**src/rtl/sim_eoc_trace_ctrl_pkg.sv**
```systemverilog
// Shared definitions for the EOC / trace-window register slave.
package sim_eoc_trace_ctrl_pkg;

    // Word offsets decoded from addr[4:2]
    localparam logic [2:0] REG_CTRL      = 3'd0;
    localparam logic [2:0] REG_TRACE_LEN = 3'd1;
    localparam logic [2:0] REG_EXIT      = 3'd2;
    localparam logic [2:0] REG_STATUS    = 3'd3;
    localparam logic [2:0] REG_WIN_CNT   = 3'd4;

    // CTRL write-one pulse bits
    localparam int unsigned CTRL_START_BIT = 0;
    localparam int unsigned CTRL_STOP_BIT  = 1;

    typedef enum logic [1:0] {
        IDLE    = 2'd0,
        ACTIVE  = 2'd1,
        HOLDOFF = 2'd2
    } trace_state_e;

endpackage

```
**src/rtl/sim_trace_window_cnt.sv**
```systemverilog
// Trace window FSM: window cycle counter, length compare, holdoff timer,
// start-pending flag and saturating count of opened windows.
module sim_trace_window_cnt
    import sim_eoc_trace_ctrl_pkg::*;
#(
    parameter int unsigned LenWidth      = 32,
    parameter int unsigned CntWidth      = 16,
    parameter int unsigned HoldoffCycles = 4
) (
    input  logic                i_clk,
    input  logic                i_rst_n,
    input  logic                i_start,
    input  logic                i_stop,
    input  logic                i_close,
    input  logic [LenWidth-1:0] i_trace_len,
    output trace_state_e        o_state,
    output logic                o_start_pend,
    output logic                o_trace_en,
    output logic [LenWidth-1:0] o_win_cnt,
    output logic [CntWidth-1:0] o_windows
);

    localparam int unsigned HoldW = (HoldoffCycles > 1) ? $clog2(HoldoffCycles) : 1;
    localparam logic [HoldW-1:0] HoldLast = HoldW'(HoldoffCycles - 1);

    trace_state_e        r_state;
    trace_state_e        w_state_nxt;
    logic                r_trace_en;
    logic                r_start_pend;
    logic [LenWidth-1:0] r_win_cnt;
    logic [CntWidth-1:0] r_windows;
    logic [HoldW-1:0]    r_hold;
    logic                w_len_hit;
    logic                w_open;

    // Length reached: compare with >= so a shrinking TRACE_LEN closes on the next cycle
    always_comb begin
        w_len_hit = (i_trace_len != '0) && (r_win_cnt >= (i_trace_len - LenWidth'(1)));
    end

    // Next-state logic; STOP overrides START and any pending start
    always_comb begin
        w_state_nxt = r_state;
        case (r_state)
            IDLE: begin
                if (!i_stop && (i_start || r_start_pend)) begin
                    w_state_nxt = ACTIVE;
                end
            end
            ACTIVE: begin
                if (i_stop || i_close || w_len_hit) begin
                    w_state_nxt = HOLDOFF;
                end
            end
            HOLDOFF: begin
                if (r_hold == HoldLast) begin
                    w_state_nxt = IDLE;
                end
            end
            default: w_state_nxt = IDLE;
        endcase
        w_open = (r_state == IDLE) && (w_state_nxt == ACTIVE);
    end

    // State register with registered trace enable
    always_ff @(posedge i_clk or negedge i_rst_n) begin
        if (!i_rst_n) begin
            r_state    <= IDLE;
            r_trace_en <= 1'b0;
        end else begin
            r_state    <= w_state_nxt;
            r_trace_en <= (w_state_nxt == ACTIVE);
        end
    end

    // Start-pending flag: set by START during holdoff, consumed on window open
    always_ff @(posedge i_clk or negedge i_rst_n) begin
        if (!i_rst_n) begin
            r_start_pend <= 1'b0;
        end else if (i_stop) begin
            r_start_pend <= 1'b0;
        end else if ((r_state == HOLDOFF) && i_start) begin
            r_start_pend <= 1'b1;
        end else if (w_open) begin
            r_start_pend <= 1'b0;
        end
    end

    // Window cycle counter, opened-window counter and holdoff timer
    always_ff @(posedge i_clk or negedge i_rst_n) begin
        if (!i_rst_n) begin
            r_win_cnt <= '0;
            r_windows <= '0;
            r_hold    <= '0;
        end else begin
            if (w_open) begin
                r_win_cnt <= '0;
                if (r_windows != '1) begin
                    r_windows <= r_windows + CntWidth'(1);
                end
            end else if (r_state == ACTIVE) begin
                r_win_cnt <= r_win_cnt + LenWidth'(1);
            end
            if (r_state != HOLDOFF) begin
                r_hold <= '0;
            end else begin
                r_hold <= r_hold + HoldW'(1);
            end
        end
    end

    assign o_state      = r_state;
    assign o_start_pend = r_start_pend;
    assign o_trace_en   = r_trace_en;
    assign o_win_cnt    = r_win_cnt;
    assign o_windows    = r_windows;

endmodule

```
**src/rtl/sim_eoc_trace_ctrl.sv**
```systemverilog
// Register slave for end-of-computation reporting and trace-window control.
module sim_eoc_trace_ctrl
    import sim_eoc_trace_ctrl_pkg::*;
#(
    parameter int unsigned AddrWidth     = 32,
    parameter int unsigned LenWidth      = 32,
    parameter int unsigned CntWidth      = 16,
    parameter int unsigned HoldoffCycles = 4
) (
    input  logic                 clk_i,
    input  logic                 rst_ni,
    input  logic                 req_valid_i,
    output logic                 req_ready_o,
    input  logic                 req_write_i,
    input  logic [AddrWidth-1:0] req_addr_i,
    input  logic [31:0]          req_wdata_i,
    input  logic [3:0]           req_wstrb_i,
    output logic                 rsp_valid_o,
    input  logic                 rsp_ready_i,
    output logic [31:0]          rsp_rdata_o,
    output logic                 rsp_error_o,
    output logic                 trace_en_o,
    output logic                 eoc_valid_o,
    input  logic                 eoc_ack_i,
    output logic [30:0]          exit_code_o
);

    logic                r_rsp_valid;
    logic [31:0]         r_rsp_rdata;
    logic                r_rsp_error;
    logic                r_start;
    logic                r_stop;
    logic                r_close;
    logic [LenWidth-1:0] r_trace_len;
    logic                r_eoc_valid;
    logic [30:0]         r_exit_code;

    logic                w_acc;
    logic [2:0]          w_off;
    logic [31:0]         w_rdata;
    logic                w_err;
    logic                w_start;
    logic                w_stop;
    logic                w_exit;
    logic [31:0]         w_len32;
    logic [LenWidth-1:0] w_len_nxt;
    logic [31:0]         w_status;
    trace_state_e        w_state;
    logic                w_start_pend;
    logic [LenWidth-1:0] w_win_cnt;
    logic [CntWidth-1:0] w_windows;
    logic                w_unused_addr;

    assign w_unused_addr = ^{req_addr_i[AddrWidth-1:5], req_addr_i[1:0]};
    assign w_acc         = req_valid_i && !r_rsp_valid;
    assign w_off         = req_addr_i[4:2];

    // STATUS word assembly
    always_comb begin
        w_status                  = '0;
        w_status[1:0]             = w_state;
        w_status[2]               = r_eoc_valid;
        w_status[3]               = w_start_pend;
        w_status[16 +: CntWidth]  = w_windows;
    end

    // Request decode: read data, error and write side-effect strobes
    always_comb begin
        w_rdata   = '0;
        w_err     = 1'b0;
        w_start   = 1'b0;
        w_stop    = 1'b0;
        w_exit    = 1'b0;
        w_len32   = 32'(r_trace_len);
        w_len_nxt = r_trace_len;
        if (w_acc) begin
            case (w_off)
                REG_CTRL: begin
                    if (req_write_i) begin
                        if (req_wstrb_i != 4'hF) begin
                            w_err = 1'b1;
                        end else begin
                            w_start = req_wdata_i[CTRL_START_BIT];
                            w_stop  = req_wdata_i[CTRL_STOP_BIT];
                        end
                    end
                end
                REG_TRACE_LEN: begin
                    if (req_write_i) begin
                        for (int unsigned b = 0; b < 4; b++) begin
                            if (req_wstrb_i[b]) begin
                                w_len32[8*b +: 8] = req_wdata_i[8*b +: 8];
                            end
                        end
                        w_len_nxt = LenWidth'(w_len32);
                    end else begin
                        w_rdata = 32'(r_trace_len);
                    end
                end
                REG_EXIT: begin
                    if (req_write_i) begin
                        if ((req_wstrb_i != 4'hF) || !req_wdata_i[0] || r_eoc_valid) begin
                            w_err = 1'b1;
                        end else begin
                            w_exit = 1'b1;
                        end
                    end
                end
                REG_STATUS: begin
                    if (!req_write_i) begin
                        w_rdata = w_status;
                    end
                end
                REG_WIN_CNT: begin
                    if (!req_write_i) begin
                        w_rdata = 32'(w_win_cnt);
                    end
                end
                default: w_err = 1'b1;
            endcase
        end
    end

    // Response register: loaded on acceptance, held until the master takes it
    always_ff @(posedge clk_i or negedge rst_ni) begin
        if (!rst_ni) begin
            r_rsp_valid <= 1'b0;
            r_rsp_rdata <= '0;
            r_rsp_error <= 1'b0;
        end else if (w_acc) begin
            r_rsp_valid <= 1'b1;
            r_rsp_rdata <= w_rdata;
            r_rsp_error <= w_err;
        end else if (r_rsp_valid && rsp_ready_i) begin
            r_rsp_valid <= 1'b0;
            r_rsp_rdata <= '0;
            r_rsp_error <= 1'b0;
        end
    end

    // Command pulses to the window FSM and TRACE_LEN storage
    always_ff @(posedge clk_i or negedge rst_ni) begin
        if (!rst_ni) begin
            r_start     <= 1'b0;
            r_stop      <= 1'b0;
            r_close     <= 1'b0;
            r_trace_len <= '0;
        end else begin
            r_start     <= w_start;
            r_stop      <= w_stop;
            r_close     <= w_exit;
            r_trace_len <= w_len_nxt;
        end
    end

    // EOC flag and exit code; code is kept after acknowledge
    always_ff @(posedge clk_i or negedge rst_ni) begin
        if (!rst_ni) begin
            r_eoc_valid <= 1'b0;
            r_exit_code <= '0;
        end else if (w_exit) begin
            r_eoc_valid <= 1'b1;
            r_exit_code <= req_wdata_i[31:1];
        end else if (r_eoc_valid && eoc_ack_i) begin
            r_eoc_valid <= 1'b0;
        end
    end

    sim_trace_window_cnt #(
        .LenWidth      (LenWidth),
        .CntWidth      (CntWidth),
        .HoldoffCycles (HoldoffCycles)
    ) u_win (
        .i_clk        (clk_i),
        .i_rst_n      (rst_ni),
        .i_start      (r_start),
        .i_stop       (r_stop),
        .i_close      (r_close),
        .i_trace_len  (r_trace_len),
        .o_state      (w_state),
        .o_start_pend (w_start_pend),
        .o_trace_en   (trace_en_o),
        .o_win_cnt    (w_win_cnt),
        .o_windows    (w_windows)
    );

    assign req_ready_o = !r_rsp_valid;
    assign rsp_valid_o = r_rsp_valid;
    assign rsp_rdata_o = r_rsp_rdata;
    assign rsp_error_o = r_rsp_error;
    assign eoc_valid_o = r_eoc_valid;
    assign exit_code_o = r_exit_code;

endmodule

```
**config.mk**
```make
export PLATFORM = sky130hd
export DESIGN_NAME = sim_eoc_trace_ctrl
export DESIGN_NICKNAME = d
export VERILOG_FILES = /design/src/rtl/sim_eoc_trace_ctrl_pkg.sv /design/src/rtl/sim_trace_window_cnt.sv /design/src/rtl/sim_eoc_trace_ctrl.sv
export SDC_FILE = /design/constraint.sdc
export NUM_CORES = 1
export LEC_CHECK = 0
export CORE_ASPECT_RATIO = 1.25
export CORE_MARGIN = 4
export CORE_UTILIZATION = 40
export CTS_CLUSTER_SIZE = 20
export DETAILED_ROUTE_END_ITERATION = 10
export MAX_ROUTING_LAYER = met4
export PLACE_DENSITY = 0.66
export SETUP_SLACK_MARGIN = 0.02
export SYNTH_ARGS = -nofsm -noshare
export SYNTH_HDL_FRONTEND = slang
export SYNTH_SLANG_ARGS = --single-unit
```
**constraint.sdc**
```tcl
create_clock -name clk_i -period 4 [get_ports clk_i]
set_input_delay 0.6 -clock clk_i [delete_from_list [all_inputs] [get_ports clk_i]]
set_output_delay 0.6 -clock clk_i [all_outputs]
set_load 0.005 [all_outputs]
```
==> impl_metrics.yaml, run 1 <==
placed_design:
  postPlaceCellArea_um2: 9590
  gp_congestion: 0.891
  port_buffers: 112
  place_ws_ns: 0.119
  hpwl_um: 15000
clock_network:
  clkTransAtPathRegs_ns: 0.06
  cts_buffer_depth: 2
  numCtsBuffers: 17
  postCtsHoldBufs: 0
  clock_latency_ns: 0.42
  cts_tree: "yes"
  h-tree-depth: 4
  cts_sinks: 155
  clockRootBuffer: "clkbuf_16"
sta:
  slew_headroom_pct: 32.8
  finalWorstSetupSlack_ns: 0.210
  rsz0062_at_grt: "false"
  slew_viol_final: 0
  fin_setup_tns_ns: 0
  clock_skew_ns: 0.00865
  setup_viol: 0
  min_period_ns: 3.79
  worstMarginPinSlew_ns: 1.00
  finalHoldViolCount: 0
  fmax_mhz: 264
  post-route-period-util_pct: 94.7
power_and_ir_drop:
  comb_power_share_pct: 18.4
  pwr_density_cell_nw_per_um2: 418
  vdd_drop_max_mv: 0.287
  seqPwrFrac_pct: 40.0
  p_clk_share_pct: 41.7
  p_leak_nw: 4.55
  swShare_pct: 26.9
  p_switching_w: 0.00116
  p_int_w: 0.00314
synth:
  synth_edf_count: 0
  syn_area_per_cell_um2: 10.3
  async_reset_ff_share_pct: 100
  postSynthCellCount: 779
  yosys-top-cells-area: "dfrtp_1 (48%), mux2_2 (9.0%), ha_1 (5.8%)"
  synth_ff_type: "dfrtp_1"
  syn_nets: 890
  synth_area_um2: 8040
  ys_warn_count: 0
  synth.distinct_cells: 46
  synth_common_cells: "dfrtp_1 (155), nand2_1 (73), o21ai_0 (67)"
  ys_ff_latch: 155
  yosysMostFrequentCell: "dfrtp_1"
  synth.top_cell.area_share_pct: 48.3
  synth.largest_area_cell: "dfrtp_1"
  synth-seq-area-share_pct: 48.3
setup_path:
  endpoint: "u_win.o_state[1]"
  critPathMaxFanout: 5
  r2r_end: "u_win.o_state[1]"
  crit_start: "r_trace_len[9]"
  regToRegSetupSlack_ns: 0.21
  path_delay_family: "simple AND/OR/NAND/NOR gates"
  cp_cell_sequence: "or4_4 -> nor4b_4 -> nand3_1 -> or2_4 -> nor3_2 -> xnor2_1 -> ha_1 -> nand4_1 -> nor2_1 -> a221o_1 -> a211oi_2 -> a21oi_2 -> o41a_1"
  crit_path_start_kind: "flop"
  reg2reg_depth: 13
  max_stage_delay_ns: 0.57
  r2r_start: "r_trace_len[9]"
  path_buf_inv: 0
  cp_data_required_time_ns: 4.30
  arrival_ns: 4.09
  cp-end-kind: "flop"
  cp_slowest_cell: "or4_4"
  crit_cells: 13
  critical_path_class: "flop to flop"
detailed_routing:
  top_layer: "met4"
  wl_met3_um: 1250
  ant_nets: 0
  vias: 6406
  wl_met1_um: 9110
  drt-initial-drc-count: 379
  wl_per_cell_um: 16.9
  wl_um: 20000
  vias_per_cell: 5.40
  first_pass_iters: 5
  dr_wl_met2_um: 9390
  drc: 0
die:
  fp.coreArea_um2: 19600
  num_rows: 57
  io_pins: 142
  die_w_um: 135
  start_util_pct: 41.0
  dieArea_um2: 22400
  die_h_um: 166
layout:
  stdcell_area_um2: 10300
  diodes: 0
  syn_to_final_growth_pct: 28.0
  final_nets: 1019
  drive_above_1_share_pct: 15.0
worst_hold_path:
  hold_path_class: "primary input to async pin"
global_route:
  antenna_found_initial: 0
  gr-usage-all-layers_pct: 18.8
  grt_pass1_wl_um: 33100
  grt-ovfl-total: 0
  grt_max_degree: 95
  first_global_vias: 6383
status:
  status: "finished, final reports clean"
run:
  maxCapViolations: 0
==> layout make-up <==
| cell class | instances | area [µm²] |
|---|---|---|
| Tap cell | 265 | 332 |
| Timing Repair Buffer | 138 | 1330 |
| Sequential cell | 155 | 3880 |
| Multi-Input combinational cell | 587 | 4060 |
| Fill cell | 1787 | 9320 |
| Clock inverter | 13 | 214 |
| Inverter | 9 | 33.8 |
| Clock buffer | 19 | 443 |
==> kinds of logic (layout without fill, tap and decap cells) <==
kind of cell,Yosys count,count (layout),share of synthesized area [%]
xor+xnor,48,48,5.23
compound gates,150,150,10.8
buf+inv,37,179,1.74
fa+ha+maj,37,37,5.76
mux,87,87,11.8
simple gates,265,265,16.4
flops,155,155,48.3
==> layer usage <==
metal,vias to the layer above,GRT usage (%)
met5,-,-
met4,0,5.05
met3,19,3.92
met2,204,28.6
met1,3091,25.7
li1,3092,-
==> power groups by stage <==
stage | registers (W) | logic [W] | clock network (W)
finish | 0.00172 | 0.000790 | 0.00179
global route | 0.00173 | 0.000892 | 0.00191
CTS | 0.00172 | 0.000773 | 0.00182
detailed placement | 0.00175 | 0.000769 | 0
global placement | 0.00174 | 0.000757 | 0
floorplan | 0.00173 | 0.000487 | 0
==> metrics by stage <==
stage                     cells  total power (W)  utilization [%]  hold slack (ns)
after floorplan             779          0.00221                -            0.304
after global placement     1152          0.00250             48.9            0.424
after detailed placement   1152          0.00251             48.9            0.434
after CTS                  1184          0.00431             52.3            0.296
after global routing       1186          0.00453             52.5            0.335
final                      1186          0.00430             52.5            0.250
==> worst min-delay path by stage <==
stage / start / to / slack, ns / depth (start not counted)
final: rst_ni / exit_code_o[9] / 0.25 / 1
after global routing: rst_ni / exit_code_o[5] / 0.33 / 1
after CTS: rst_ni / exit_code_o[5] / 0.30 / 1
after detailed placement: u_win.r_hold[0] / u_win.r_hold[0] / 0.43 / 1
after global placement: u_win.r_hold[0] / u_win.r_hold[0] / 0.42 / 1
after floorplan: rst_ni / eoc_valid_o / 0.30 / 0
==> cell usage in the layout (no fill, tap or decap), types with 9 or more instances in the layout <==
| cell type | count |
|---|---|
| a21oi_1 | 38 |
| a22oi_1 | 13 |
| and3_1 | 11 |
| buf_4 | 25 |
| clkbuf_16 | 17 |
| clkdlybuf4s50_1 | 111 |
| dfrtp_1 | 155 |
| ha_1 | 37 |
| inv_1 | 9 |
| mux2_2 | 64 |
| mux2i_1 | 23 |
| nand2_1 | 73 |
| nand3_1 | 34 |
| nand4_1 | 23 |
| nor2_1 | 56 |
| nor3_1 | 17 |
| nor4_1 | 12 |
| o21ai_0 | 66 |
| xnor2_1 | 31 |
| xor2_1 | 17 |
==> state kept, by name, indices dropped and copies added (netlist names) <==
| register | flops |
|---|---|
| r_trace_len | 32 |
| u_win.o_start_pend | 1 |
| eoc_valid_o | 1 |
| r_close | 1 |
| r_stop | 1 |
| u_win.o_state | 2 |
| rsp_valid_o | 1 |
| u_win.r_hold | 2 |
| u_win.o_win_cnt | 32 |
| exit_code_o | 31 |
| rsp_rdata_o | 32 |
| r_start | 1 |
| rsp_error_o | 1 |
| u_win.o_windows | 16 |
| u_win.o_trace_en | 1 |
==> what timing repair did <==
| item | CTS | global route |
|---|---|---|
| hold endpoints to repair | 0 | 0 |
| setup buffers | 0 | 2 |
| endpoints found under the setup margin | 0 | 3 |
| gates resized for setup | 0 | 6 |
Power figures use the tool's default switching activity.
==> run 2: changes to the inputs <==
--- a/config.mk
+++ b/config.mk
@@ -5,6 +5,7 @@
 export SDC_FILE = /design/constraint.sdc
 export NUM_CORES = 1
 export LEC_CHECK = 0
+export CAP_MARGIN = 20
 export CORE_ASPECT_RATIO = 1.25
 export CORE_MARGIN = 4
 export CORE_UTILIZATION = 40
==> constraint.sdc (replaced) <==
create_clock -name clk_i -period 4 [get_ports clk_i]
set_input_delay 0.8 -clock clk_i [delete_from_list [all_inputs] [get_ports clk_i]]
set_output_delay 0.8 -clock clk_i [all_outputs]
set_load 0.005 [all_outputs]
==> impl_metrics.yaml, run 2 (synthesized netlist as in run 1, its figures left out) <==
status:
  status: "finished, final reports clean"
clock_network:
  clock_latency_ns: 0.42
  cts_sinks: 155
  h-tree-depth: 4
  cts_buffer_depth: 2
  numCtsBuffers: 17
  cts_tree: "yes"
  clkTransAtPathRegs_ns: 0.06
  clockRootBuffer: "clkbuf_16"
placed_design:
  hpwl_um: 15200
  place_ws_ns: 0.100
  port_buffers: 112
  gp_congestion: 0.900
  placedCellCount: 1154
global_route:
  grt_pass1_wl_um: 33200
  grt_use_met1_pct: 25.9
  grt.met2_usage_pct: 28.4
  grtUsageMet3_pct: 3.62
  antenna_found_initial: 0
  grt-ovfl-total: 0
  grt_max_degree: 63
  grt_busiest_layer: "met2"
  first_global_vias: 6287
  gr-usage-all-layers_pct: 19.0
die:
  start_util_pct: 41.0
  num_rows: 57
  die_w_um: 135
  fp.coreArea_um2: 19600
  io_pins: 142
  die_h_um: 166
  dieArea_um2: 22400
setup_path:
  path_delay_family: "simple AND/OR/NAND/NOR gates"
  path_buf_inv: 1
  crit_path_start_kind: "flop"
  cp_slowest_cell: "or4_4"
  critical_path_class: "flop to flop"
  r2r_start: "r_trace_len[6]"
  cp_data_required_time_ns: 4.30
  max_stage_delay_ns: 0.57
  arrival_ns: 4.12
  regToRegSetupSlack_ns: 0.18
  endpoint: "u_win.o_state[1]"
  cp_cell_sequence: "or4_4 -> nor4b_4 -> buf_4 -> nand3_1 -> or2_4 -> nor3_2 -> xnor2_1 -> ha_1 -> nand4_1 -> nor2_1 -> a221o_1 -> a211oi_2 -> a21oi_2 -> o41a_1"
  critPathMaxFanout: 5
  crit_start: "r_trace_len[6]"
  crit_cells: 14
  cp-end-kind: "flop"
  reg2reg_depth: 14
  r2r_end: "u_win.o_state[1]"
detailed_routing:
  wl_per_cell_um: 17.2
  first_pass_iters: 5
  vias: 6358
  vias_per_cell: 5.33
  ant_nets: 0
  wl_um: 20500
  drt-initial-drc-count: 280
  drc: 0
layout:
  final_cell_mix: "dfrtp_1 (155), clkdlybuf4s50_1 (111), nand2_1 (73), o21ai_0 (65), mux2_2 (64)"
  syn_to_final_growth_pct: 29.3
  final_nets: 1026
  final_common_cell: "dfrtp_1"
  diodes: 0
  fill_cells: 1763
  instances_no_fill: 1193
  drive_above_1_share_pct: 16.5
sta:
  slew_viol_final: 0
  slew_headroom_pct: 35.1
  rsz0062_at_grt: "true"
  worstMarginPinSlew_ns: 0.966
  finalHoldViolCount: 0
  fmax_mhz: 262
  clock_skew_ns: 0.00421
  post-route-period-util_pct: 95.4
  setup_viol: 0
  finalWorstSetupSlack_ns: 0.185
  min_period_ns: 3.82
run:
  maxCapViolations: 0
power_and_ir_drop:
  p_leak_nw: 4.60
  vdd_drop_max_mv: 0.247
  pwr_density_cell_nw_per_um2: 420
worst_hold_path:
  hold_path_class: "primary input to async pin"
## run 2: repair_timing
action                                 CTS  global route
hold buffers                             0             0
setup endpoints to repair                0             3
buffers inserted                         0             7
endpoints found under the hold margin    0             0
resized for setup                        0            15
## run 2: per-stage QoR
stage	power [W]	cell area (µm²)	util (%)	hold WS, ns	setup TNS [ns]
after floorplan	0.00221	8040	-	0.409	0
after global placement	0.00250	9620	49.0	0.422	0
after detailed placement	0.00252	9620	49.0	0.423	0
after CTS	0.00432	10300	52.4	0.367	0
after global routing	0.00457	10400	53.0	0.385	-0.0216
final	0.00436	10400	53.0	0.349	0
## run 2: how the worst min path moves through the flow
stage | from | endpoint | slack [ns]
5_1_grt | rst_ni | exit_code_o[12] | 0.39
2_1_floorplan | u_win.r_hold[0] | u_win.r_hold[0] | 0.41
6_report | rst_ni | rsp_rdata_o[15] | 0.35
4_1_cts | rst_ni | exit_code_o[12] | 0.37
3_3_place_gp | u_win.r_hold[0] | u_win.r_hold[0] | 0.42
3_5_place_dp | u_win.r_hold[0] | u_win.r_hold[0] | 0.42
## run 2: layout make-up
| cell class | instances | area (µm²) | area share, % |
|---|---|---|---|
| clock buffer | 18 | 439 | 4.23 |
| tap | 265 | 332 | 3.19 |
| sequential | 155 | 3880 | 37.3 |
| multi-input combinational | 587 | 4100 | 39.4 |
| clock inverter | 14 | 215 | 2.07 |
| inverter | 9 | 33.8 | 0.325 |
| timing repair buffer | 145 | 1400 | 13.4 |
## run 2: routing by layer
metal / part of all wire [%] / vias to the layer above
met5: 0 / -
met4: 2.2 / 0
met3: 5.0 / 38
met2: 46 / 160
met1: 46 / 3050
li1: - / 3110
## run 2: worst register-to-register path: stages, from the launching register on
cell	delay, ns
dfrtp_1	0.38
or4_4	0.57
nor4b_4	0.35
buf_4	0.17
nand3_1	0.09
or2_4	0.34
nor3_2	0.14
xnor2_1	0.10
ha_1	0.31
nand4_1	0.13
nor2_1	0.06
a221o_1	0.31
a211oi_2	0.26
a21oi_2	0.10
o41a_1	0.38
## run 2: power by group
group / switching, W / internal [W]
registers: 0.0000858 / 0.00163
clock network: 0.000674 / 0.00113
logic: 0.000430 / 0.000409
==> run 3: changes to the inputs <==
--- a/config.mk
+++ b/config.mk
@@ -12,7 +12,8 @@
 export CTS_CLUSTER_SIZE = 20
 export DETAILED_ROUTE_END_ITERATION = 10
 export MAX_ROUTING_LAYER = met4
-export PLACE_DENSITY = 0.66
+export PLACE_DENSITY_LB_ADDON = 0.1
+export REMOVE_ABC_BUFFERS = 1
 export SETUP_SLACK_MARGIN = 0.02
 export SYNTH_ARGS = -nofsm -noshare
 export SYNTH_HDL_FRONTEND = slang
==> impl_metrics.yaml, run 3 (synthesized netlist as in run 1, its figures left out) <==
status:
  status: "finished, final reports clean"
detailed_routing:
  drt-initial-drc-count: 481
  first_pass_iters: 7
  wl_per_cell_um: 18.3
  vias: 6509
  drc: 0
  wl_um: 21900
  ant_nets: 0
  vias_per_cell: 5.45
clock_network:
  clockRootBuffer: "clkbuf_16"
  clkTransAtPathRegs_ns: 0.07
  clock_latency_ns: 0.42
  numCtsBuffers: 17
  postCtsHoldBufs: 0
  h-tree-depth: 4
  cts_buffer_depth: 2
  post_cts_buffers: 0
  cts_sinks: 155
  cts_tree: "yes"
setup_path:
  critPathMaxFanout: 5
  r2r_start: "r_trace_len[6]"
  cp_data_required_time_ns: 4.30
  cp_slowest_cell: "or4_4"
  cp-end-kind: "flop"
  r2r_end: "u_win.o_state[1]"
  regToRegSetupSlack_ns: 0.16
  crit_path_start_kind: "flop"
  max_stage_delay_ns: 0.56
  crit_top_cell: "a21oi_2"
  crit_start: "r_trace_len[6]"
  arrival_ns: 4.14
  endpoint: "u_win.o_state[1]"
  reg2reg_depth: 13
  critical_path_class: "flop to flop"
  cp_cell_sequence: "or4_4 -> nor4b_4 -> nand3_1 -> or2_4 -> buf_4 -> xor2_1 -> ha_1 -> a21oi_2 -> o21ai_1 -> a221o_1 -> a211oi_2 -> a21oi_2 -> o41a_1"
sta:
  min_period_ns: 3.84
  whs_ns: 0.434
  finalWorstSetupSlack_ns: 0.160
  slew_headroom_pct: 33.2
  clock_skew_ns: 0.0101
  setup_viol: 0
  fin_setup_tns_ns: 0
  rsz0062_at_grt: "false"
  post-route-period-util_pct: 96.0
  worstMarginPinSlew_ns: 0.994
  finalHoldViolCount: 0
  fmax_mhz: 260
  slew_viol_final: 0
power_and_ir_drop:
  power.total_w: 0.00414
  vdd_drop_max_mv: 0.293
  pwr_density_cell_nw_per_um2: 402
  p_leak_nw: 4.55
global_route:
  grt_pass1_wl_um: 35800
  first_global_vias: 6743
  grt-ovfl-total: 0
  grt_max_degree: 83
  antenna_found_initial: 0
  gr-usage-all-layers_pct: 20.7
worst_hold_path:
  hold_path_class: "primary input to async pin"
die:
  die_w_um: 135
  io_pins: 142
  start_util_pct: 41.0
  dieArea_um2: 22400
  num_rows: 57
  fp.coreArea_um2: 19600
  die_h_um: 166
layout:
  stdcell_area_um2: 10300
  final_common_cell: "dfrtp_1"
  final_nets: 1028
  syn_to_final_growth_pct: 28.0
  final_cell_mix: "dfrtp_1 (155), clkdlybuf4s50_1 (111), nand2_1 (73), o21ai_0 (66), mux2_2 (64)"
  drive_above_1_share_pct: 16.3
  diodes: 0
run:
  maxCapViolations: 0
placed_design:
  gp_congestion: 0.885
  postPlaceCellArea_um2: 9680
  hpwl_um: 16300
  place_ws_ns: 0.0244
  port_buffers: 112
run 3: how the worst min path moves through the flow:
stage / startpoint / endpoint / slack (ns) / depth (start not counted)
2_1_floorplan: u_win.r_hold[0] / u_win.r_hold[0] / 0.41 / 1
3_5_place_dp: u_win.r_hold[0] / u_win.r_hold[0] / 0.44 / 1
3_3_place_gp: u_win.r_hold[0] / u_win.r_hold[0] / 0.42 / 1
5_1_grt: u_win.r_hold[0] / u_win.r_hold[0] / 0.47 / 1
6_report: rst_ni / u_win.o_win_cnt[9] / 0.43 / 1
4_1_cts: u_win.r_hold[0] / u_win.r_hold[0] / 0.45 / 1
run 3: stage by stage:
step / util (%) / std cells
floorplan: - / 751
global placement: 49.4 / 1164
detailed placement: 49.4 / 1164
CTS: 52.3 / 1195
global route: 52.5 / 1194
finish: 52.5 / 1194
run 3: critical path, delay by kind of cell, from the launching register on:
family	cells	cell delay, ns
buffers and inverters	1	0.14
and+or+nand+nor	4	1.44
AOI/OAI and AO/OA	6	1.29
adders and majority gates	1	0.34
DFF	1	0.38
xor gates and xnor gates	1	0.14
run 3: power by group:
group	internal, W	switching (W)	leakage, nW
Combinational	0.000413	0.000437	2.14
Sequential	0.00163	0.0000859	2.14
Clock	0.000892	0.000675	0.272
run 3: layout make-up:
type                            instances  area [µm²]
Inverter                                9        33.8
Tap cell                              265         332
Clock buffer                           19         453
Timing Repair Buffer                  147        1400
Multi-Input combinational cell        587        4080
Sequential cell                       155        3880
Clock inverter                         12         115
Fill cell                            1760        9320
run 3: layer usage:
| layer | wire length (µm) | share of wire (%) | track usage (%) | vias up |
|---|---|---|---|---|
| li1 | - | - | - | 3111 |
| met1 | 10300 | 47 | 28.4 | 3201 |
| met2 | 10300 | 47 | 31.5 | 166 |
| met3 | 774 | 3.5 | 2.99 | 31 |
| met4 | 434 | 2.0 | 7.26 | 0 |
| met5 | 0 | 0 | - | - |
run 3: what timing repair did:
| item | in CTS | in global routing |
|---|---|---|
| pin swaps | 0 | 9 |
| endpoints found under the setup margin | 1 | 3 |
| resized for setup | 1 | 10 |
